<file path="src/rtl/rf_wb_fwd_if.sv">
// Bundle between the writeback/bypass unit and its neighbours: EX results,
// memory read data, decode read requests, raw register-file reads and the write port.
interface rf_wb_fwd_if #(
  parameter int DW = 16,
  parameter int AW = 4
);
  logic [AW-1:0] ex_dst_addr;
  logic          ex_we;
  logic          ex_is_ld;
  logic [DW-1:0] ex_result;
  logic [DW-1:0] mem_rd_data;
  logic          hlt;
  logic [AW-1:0] id_p0_addr;
  logic [AW-1:0] id_p1_addr;
  logic          id_re0;
  logic          id_re1;
  logic [DW-1:0] rf_p0;
  logic [DW-1:0] rf_p1;
  logic [AW-1:0] rf_dst_addr;
  logic [DW-1:0] rf_dst;
  logic          rf_we;
  logic [DW-1:0] id_p0;
  logic [DW-1:0] id_p1;
  logic          stall;
  logic          halted;

  modport master (
    output ex_dst_addr, ex_we, ex_is_ld, ex_result, mem_rd_data, hlt,
    output id_p0_addr, id_p1_addr, id_re0, id_re1, rf_p0, rf_p1,
    input  rf_dst_addr, rf_dst, rf_we, id_p0, id_p1, stall, halted
  );

  modport slave (
    input  ex_dst_addr, ex_we, ex_is_ld, ex_result, mem_rd_data, hlt,
    input  id_p0_addr, id_p1_addr, id_re0, id_re1, rf_p0, rf_p1,
    output rf_dst_addr, rf_dst, rf_we, id_p0, id_p1, stall, halted
  );
endinterface

</file>
<file path="src/rtl/rf_wb_fwd.sv">
// Writeback and operand-bypass unit: EX/MEM and MEM/WB pipeline registers,
// register-file write port, two-port forwarding, load-use stall and halt drain.
module rf_wb_fwd #(
  parameter int DW = 16,
  parameter int AW = 4
) (
  input logic       clk,
  input logic       rst,
  rf_wb_fwd_if.slave bus
);

  logic [AW-1:0] exm_addr_q, exm_addr_d;
  logic          exm_we_q, exm_we_d;
  logic          exm_ld_q, exm_ld_d;
  logic [DW-1:0] exm_res_q, exm_res_d;
  logic [AW-1:0] wb_addr_q, wb_addr_d;
  logic          wb_we_q, wb_we_d;
  logic [DW-1:0] wb_data_q, wb_data_d;
  logic [1:0]    cnt_q, cnt_d;
  logic          seen_q, seen_d;
  logic          halted_q, halted_d;

  logic          ex_fwd_v_s;
  logic [DW-1:0] exm_fwd_data_s;
  logic          stall_s;
  logic [DW-1:0] id_p0_s, id_p1_s;

  // Priority bypass for one read port; R0 and disabled ports always see the raw read.
  function automatic logic [DW-1:0] fwd_sel(
    input logic          re,
    input logic [AW-1:0] addr,
    input logic [DW-1:0] raw,
    input logic          ex_v,
    input logic [AW-1:0] ex_a,
    input logic [DW-1:0] ex_d,
    input logic          mem_v,
    input logic [AW-1:0] mem_a,
    input logic [DW-1:0] mem_d
  );
    logic [DW-1:0] r;
    r = raw;
    if (!re || (addr == {AW{1'b0}})) begin
      r = raw;
    end else if (ex_v && (ex_a == addr)) begin
      r = ex_d;
    end else if (mem_v && (mem_a == addr)) begin
      r = mem_d;
    end else begin
      r = raw;
    end
    return r;
  endfunction

  // Next state of both pipeline registers; halt injects a bubble into EX/MEM.
  always_comb begin
    if (bus.hlt) begin
      exm_addr_d = {AW{1'b0}};
      exm_we_d   = 1'b0;
      exm_ld_d   = 1'b0;
      exm_res_d  = {DW{1'b0}};
    end else begin
      exm_addr_d = bus.ex_dst_addr;
      exm_we_d   = bus.ex_we;
      exm_ld_d   = bus.ex_is_ld;
      exm_res_d  = bus.ex_result;
    end
    wb_addr_d = exm_addr_q;
    wb_we_d   = exm_we_q & (exm_addr_q != {AW{1'b0}});
    if (exm_ld_q) begin
      wb_data_d = bus.mem_rd_data;
    end else begin
      wb_data_d = exm_res_q;
    end
  end

  // Drain counter: two cycles after hlt is first seen both stages hold bubbles.
  always_comb begin
    seen_d = bus.hlt;
    if (!bus.hlt) begin
      cnt_d = 2'd0;
    end else if (!seen_q) begin
      cnt_d = 2'd2;
    end else if (cnt_q != 2'd0) begin
      cnt_d = cnt_q - 2'd1;
    end else begin
      cnt_d = 2'd0;
    end
    halted_d = bus.hlt & seen_q & (cnt_q <= 2'd1);
  end

  // Forwarding and load-use detection; everything is neutral while in reset.
  always_comb begin
    ex_fwd_v_s = ~rst & bus.ex_we & ~bus.ex_is_ld;
    if (exm_ld_q) begin
      exm_fwd_data_s = bus.mem_rd_data;
    end else begin
      exm_fwd_data_s = exm_res_q;
    end
    stall_s = ~rst & bus.ex_we & bus.ex_is_ld & (bus.ex_dst_addr != {AW{1'b0}}) &
              ((bus.id_re0 & (bus.id_p0_addr == bus.ex_dst_addr)) |
               (bus.id_re1 & (bus.id_p1_addr == bus.ex_dst_addr)));
    id_p0_s = fwd_sel(bus.id_re0, bus.id_p0_addr, bus.rf_p0, ex_fwd_v_s, bus.ex_dst_addr,
                      bus.ex_result, exm_we_q, exm_addr_q, exm_fwd_data_s);
    id_p1_s = fwd_sel(bus.id_re1, bus.id_p1_addr, bus.rf_p1, ex_fwd_v_s, bus.ex_dst_addr,
                      bus.ex_result, exm_we_q, exm_addr_q, exm_fwd_data_s);
  end

  // State registers with asynchronous clear.
  always_ff @(posedge clk or posedge rst) begin
    if (rst) begin
      exm_addr_q <= {AW{1'b0}};
      exm_we_q   <= 1'b0;
      exm_ld_q   <= 1'b0;
      exm_res_q  <= {DW{1'b0}};
      wb_addr_q  <= {AW{1'b0}};
      wb_we_q    <= 1'b0;
      wb_data_q  <= {DW{1'b0}};
      cnt_q      <= 2'd0;
      seen_q     <= 1'b0;
      halted_q   <= 1'b0;
    end else begin
      exm_addr_q <= exm_addr_d;
      exm_we_q   <= exm_we_d;
      exm_ld_q   <= exm_ld_d;
      exm_res_q  <= exm_res_d;
      wb_addr_q  <= wb_addr_d;
      wb_we_q    <= wb_we_d;
      wb_data_q  <= wb_data_d;
      cnt_q      <= cnt_d;
      seen_q     <= seen_d;
      halted_q   <= halted_d;
    end
  end

  assign bus.rf_dst_addr = wb_addr_q;
  assign bus.rf_dst      = wb_data_q;
  assign bus.rf_we       = wb_we_q;
  assign bus.halted      = halted_q;
  assign bus.stall       = stall_s;
  assign bus.id_p0       = id_p0_s;
  assign bus.id_p1       = id_p1_s;

endmodule

</file>
<file path="src/flat_wrapper.sv">
// flat-port wrapper written by rule: the top's interface ports become plain ports
module rf_wb_fwd_flat 
#(
  parameter int DW = 16,
  parameter int AW = 4
)
  (clk, rst, bus_ex_dst_addr, bus_ex_we, bus_ex_is_ld, bus_ex_result, bus_mem_rd_data, bus_hlt, bus_id_p0_addr, bus_id_p1_addr, bus_id_re0, bus_id_re1, bus_rf_p0, bus_rf_p1, bus_rf_dst_addr, bus_rf_dst, bus_rf_we, bus_id_p0, bus_id_p1, bus_stall, bus_halted);
  rf_wb_fwd_if #(.DW(DW), .AW(AW)) bus_i ();
  input logic clk;
  input logic rst;
  input wire logic [$bits(bus_i.ex_dst_addr)-1:0] bus_ex_dst_addr;
  input wire logic [$bits(bus_i.ex_we)-1:0] bus_ex_we;
  input wire logic [$bits(bus_i.ex_is_ld)-1:0] bus_ex_is_ld;
  input wire logic [$bits(bus_i.ex_result)-1:0] bus_ex_result;
  input wire logic [$bits(bus_i.mem_rd_data)-1:0] bus_mem_rd_data;
  input wire logic [$bits(bus_i.hlt)-1:0] bus_hlt;
  input wire logic [$bits(bus_i.id_p0_addr)-1:0] bus_id_p0_addr;
  input wire logic [$bits(bus_i.id_p1_addr)-1:0] bus_id_p1_addr;
  input wire logic [$bits(bus_i.id_re0)-1:0] bus_id_re0;
  input wire logic [$bits(bus_i.id_re1)-1:0] bus_id_re1;
  input wire logic [$bits(bus_i.rf_p0)-1:0] bus_rf_p0;
  input wire logic [$bits(bus_i.rf_p1)-1:0] bus_rf_p1;
  output wire logic [$bits(bus_i.rf_dst_addr)-1:0] bus_rf_dst_addr;
  output wire logic [$bits(bus_i.rf_dst)-1:0] bus_rf_dst;
  output wire logic [$bits(bus_i.rf_we)-1:0] bus_rf_we;
  output wire logic [$bits(bus_i.id_p0)-1:0] bus_id_p0;
  output wire logic [$bits(bus_i.id_p1)-1:0] bus_id_p1;
  output wire logic [$bits(bus_i.stall)-1:0] bus_stall;
  output wire logic [$bits(bus_i.halted)-1:0] bus_halted;
  assign bus_i.ex_dst_addr = bus_ex_dst_addr;
  assign bus_i.ex_we = bus_ex_we;
  assign bus_i.ex_is_ld = bus_ex_is_ld;
  assign bus_i.ex_result = bus_ex_result;
  assign bus_i.mem_rd_data = bus_mem_rd_data;
  assign bus_i.hlt = bus_hlt;
  assign bus_i.id_p0_addr = bus_id_p0_addr;
  assign bus_i.id_p1_addr = bus_id_p1_addr;
  assign bus_i.id_re0 = bus_id_re0;
  assign bus_i.id_re1 = bus_id_re1;
  assign bus_i.rf_p0 = bus_rf_p0;
  assign bus_i.rf_p1 = bus_rf_p1;
  assign bus_rf_dst_addr = bus_i.rf_dst_addr;
  assign bus_rf_dst = bus_i.rf_dst;
  assign bus_rf_we = bus_i.rf_we;
  assign bus_id_p0 = bus_i.id_p0;
  assign bus_id_p1 = bus_i.id_p1;
  assign bus_stall = bus_i.stall;
  assign bus_halted = bus_i.halted;
  rf_wb_fwd #(.DW(DW), .AW(AW)) u_core (.clk(clk), .rst(rst), .bus(bus_i));
endmodule
</file>
<file path="config.mk">
export PLATFORM = sky130hd
export DESIGN_NAME = rf_wb_fwd_flat
export DESIGN_NICKNAME = d
export VERILOG_FILES = /design/src/rtl/rf_wb_fwd_if.sv /design/src/rtl/rf_wb_fwd.sv /design/src/flat_wrapper.sv
export SDC_FILE = /design/constraint.sdc
export NUM_CORES = 1
export LEC_CHECK = 0
export ABC_AREA = 1
export CAP_MARGIN = 20
export CORE_UTILIZATION = 43
export CTS_CLUSTER_DIAMETER = 50
export CTS_CLUSTER_SIZE = 20
export DETAILED_ROUTE_END_ITERATION = 8
export PLACE_DENSITY = 0.82
export SLEW_MARGIN = 20
export SYNTH_ARGS = -nofsm -noshare
export SYNTH_HDL_FRONTEND = slang
export SYNTH_SLANG_ARGS = --single-unit
</file>
<file path="constraint.sdc">
create_clock -name clk -period 2.5 [get_ports clk]
set_clock_uncertainty 0.1 [all_clocks]
set_input_delay 0.5 -clock clk [delete_from_list [all_inputs] [get_ports clk]]
set_output_delay 0.5 -clock clk [all_outputs]
set_load 0.01 [all_outputs]
</file>
==> results.txt <==
----------------------------------------------------
[Drt]
  Final WL ... around 12000 µm
  Count of unresolved DRC violations after routing ... 0
  Count of antenna-violating nets left after detailed routing ... 0
  Drt via density ... 5.43
  Violation count after the first detailed-routing iteration ... between 300 and 400
  First-pass detailed-route iteration total ... 7
  Routed wirelength normalized by instance count ... 16.8 µm
  Number of vias after detailed routing ... between 3000 and 4000

[Min path]
  HP Class ... flop to flop

[Timing]
  Fmax ... 377 MHz
  RSZ-0062 raised after global routing ... yes
  Headroom to the max-slew limit ... between 60% and 70%
  Minimum period implied by the final worst setup slack ... approximately 2700 ps
  Total negative setup slack ... -977 ps
  Final worst setup slack ... -152 ps
  # setup viols final ... 20
  Share of the clock period used by the worst path after layout ... 106%
  Final hold slack ... between 300 and 400 ps
  Slew at the pin with the worst max-slew slack ... between 500 and 600 ps
  Max Transition Viols Final ... 0
  Final hold violation count ... 0

[Worst setup path]
  Required time of the worst setup path ... 1900 ps
  Type of the worst setup path ... flop to output pin
  Kind of start point of the critical path ... flop
  Crit path DAT ... between 2000 and 2500 ps
  Maximum fanout along the worst path ... 4
  Worst Setup End Kind ... output pin

[Synth]
  Average footprint of a synthesized cell ... approximately 7.1 µm²
  Cell types occupying the most area after synthesis ... dfrtp_1 (37%), nor2_1 (19%), nand2_1 (8.2%)
  Synth Warn # ... 0
  Biggest area consumer among synthesized cells ... dfrtp_1
  Yosys top cell area share ... 37.3%
  Share of synthesized area occupied by flip-flops and latches ... 37.3%
  Post-synthesis cell area ... between 3000 and 4000 µm²
  Synthesized netlist cell count ... 445
  FF+latch count, synth ... 47
  Yosys cell types ... 23
  Number of nets produced by synthesis ... about 530

[Finish]
  Count of inserted antenna diode cells ... 0
  Post-Layout Cell Count ... approximately 700
  Layout Area Growth over Synthesis ... 69.2%
  Utilization after layout ... approximately three quarters
  Ratio of cells with drive above 1 in the final layout ... 34.6%
  Final #Nets ... 700

[Floorplan]
  I/O pin cnt ... ~140
  Height of the chip ... just under 90 µm
  Core Region ... 6940 µm²
  Die width ... 87.7 µm
  Number of rows created at floorplan ... 30
  Initial core utilization ... about 45%
  Floorplan die area ... roughly 7700 µm²

[Clock tree]
  Clk slew on worst S/H paths ... ~80 ps
  Clock Sink Count ... 47
  Hold buffers post-CTS ... 0
  CTS max path bufs ... 2
  Depth of the CTS H-tree ... 2
  Clock insertion delay at the later pin of the skew report ... between 200 and 300 ps
  Root Buffer ... clkbuf_8
  TritonCTS clock tree ... done
  CTS Buf Count ... 5

[Global route]
  Maximum number of pins on one net before global-route repair ... 48
  GRT Resource Usage Total ... approximately 30%
  Vias in the first global route ... 3515
  Number of antenna violations at the first check in global routing ... 0
  Wire length of the first global-routing pass ... ~17000 µm
  Total global routing overflow ... 0

[Placed design]
  DP HPWL ... 7750 µm
  Placed Cells incl. Taps ... between 600 and 700
  Gpl congestion ... just over 1
  Number of buffers added on ports ... around 140

[Power and ir drop]
  Pwr Density ... between 400 and 500 nW/µm²
  Worst voltage drop across the vdd grid ... 277 µV
  Leakage dissipation ... roughly 2.5 nW

[Run status]
  Violated checks ... setup timing
  Run status ... finished with violations

[Flow run]
  Number of max-capacitance violations reported ... 0

----------------------------------------------------
==> metrics by stage <==
| step | setup WS [ps] | cell area (µm²) | total power [mW] |
|---|---|---|---|
| after floorplan | 384 | 3160 | 1.11 |
| after global placement | -613 | 4810 | 1.46 |
| after detailed placement | -616 | 4810 | 1.47 |
| after CTS | -50.3 | 5130 | 2.09 |
| after global routing | -193 | 5340 | 2.23 |
| final | -152 | 5340 | 2.15 |
==> cell families (layout without fill, tap and decap cells) <==
logic type	Yosys count	after routing	share of synthesized area, %
AOI/OAI and AO/OA	37	37	6.03
xor gates and xnor gates	2	2	0.555
DFF	47	47	37.3
and+or+nand+nor	282	283	41.2
buffers and inverters	61	233	9.28
muxes	16	16	5.71
==> what timing repair did <==
item,CTS,global route
resized for setup,194,96
gates cloned,5,1
endpoints found under the setup margin,33,32
buffers inserted,16,3
pin swaps,45,63
==> placed cells by master, fill, tap and decap left out, types with 19 or more instances in the layout <==
cell type	Yosys	layout
nor2_2	0	21
dfrtp_1	47	45
buf_2	9	33
nor2_1	157	121
inv_1	32	23
clkdlybuf4s50_1	0	89
nand4_1	34	34
buf_4	6	24
a21oi_1	35	19
nand2_1	69	60
==> worst paths after layout <==
path / start / end / slack (ps) / depth (start not counted)
hold / removal: u_core.exm_addr_q[3]$_DFF_PP0_ / u_core.bus.rf_dst_addr[3]$_DFF_PP0_ / 300 / 0
setup reg to reg: u_core.exm_ld_q$_DFF_PP0_ / u_core.bus.rf_dst[10]$_DFF_PP0_ / 1300 / 2
max in group asynchronous: rst / u_core.exm_addr_q[1]$_DFF_PP0_ / 1310 / 4
min in group asynchronous: rst / u_core.bus.rf_dst[15]$_DFF_PP0_ / 600 / 4
setup / recovery: u_core.exm_addr_q[0]$_DFF_PP0_ / bus_id_p1[4] / -150 / 12
hold reg to reg: u_core.exm_addr_q[3]$_DFF_PP0_ / u_core.bus.rf_dst_addr[3]$_DFF_PP0_ / 300 / 0
==> critical path, cell delays in order (launching register included) <==
cell,delay [ps]
dfrtp_1,470
inv_2,90
nand2_2,90
nand2_2,70
nor2_4,110
nand3_4,120
buf_6,150
buf_6,130
nor2_4,80
nor2_1,60
nor2_1,180
nor2_1,70
buf_2,140
==> state kept, by name (all words and copies together) (netlist names) <==
name,cells
u_core.bus.halted,1
u_core.bus.rf_dst,16
u_core.bus.rf_dst_addr,4
u_core.bus.rf_we,1
u_core.cnt_q,2
u_core.exm_addr_q,4
u_core.exm_ld_q,1
u_core.exm_res_q,16
u_core.exm_we_q,1
u_core.seen_q,1
==> per-layer routing <==
layer  global-route usage (%)  wire [µm]
met3                     5.47       1120
met2                     47.7       5700
met1                     38.2       4540
met5                        0          0
met4                     13.0        647
==> power by group <==
part	internal (mW)	switching, mW
logic	0.332	0.361
registers	0.804	0.0187
clock network	0.399	0.233
==> synthesized netlist by cell type <==
| cell | n |
|---|---|
| a21boi_0 | 2 |
| a21oi_1 | 35 |
| buf_2 | 9 |
| buf_4 | 6 |
| buf_6 | 4 |
| clkbuf_1 | 4 |
| dfrtp_1 | 47 |
| inv_1 | 32 |
| inv_2 | 6 |
| mux2_2 | 16 |
| nand2_1 | 69 |
| nand2_2 | 5 |
| nand2_4 | 2 |
| nand3_1 | 2 |
| nand3_2 | 2 |
| nand3_4 | 2 |
| nand4_1 | 34 |
| nor2_1 | 157 |
| nor2_8 | 4 |
| nor3_1 | 3 |
| nor3_4 | 1 |
| nor3b_1 | 1 |
| xnor2_1 | 2 |
==> cell type report <==
| class | instances | area [µm²] |
|---|---|---|
| multi-input combinational | 338 | 2010 |
| timing repair buffer | 186 | 1720 |
| fill | 453 | 1610 |
| sequential | 47 | 1180 |
| inverter | 38 | 161 |
| tap | 96 | 120 |
| clock buffer | 6 | 72.6 |
| clock inverter | 2 | 60.1 |
| timing repair inverter | 1 | 8.76 |
Note: power is estimated with default switching activity, not from simulation.
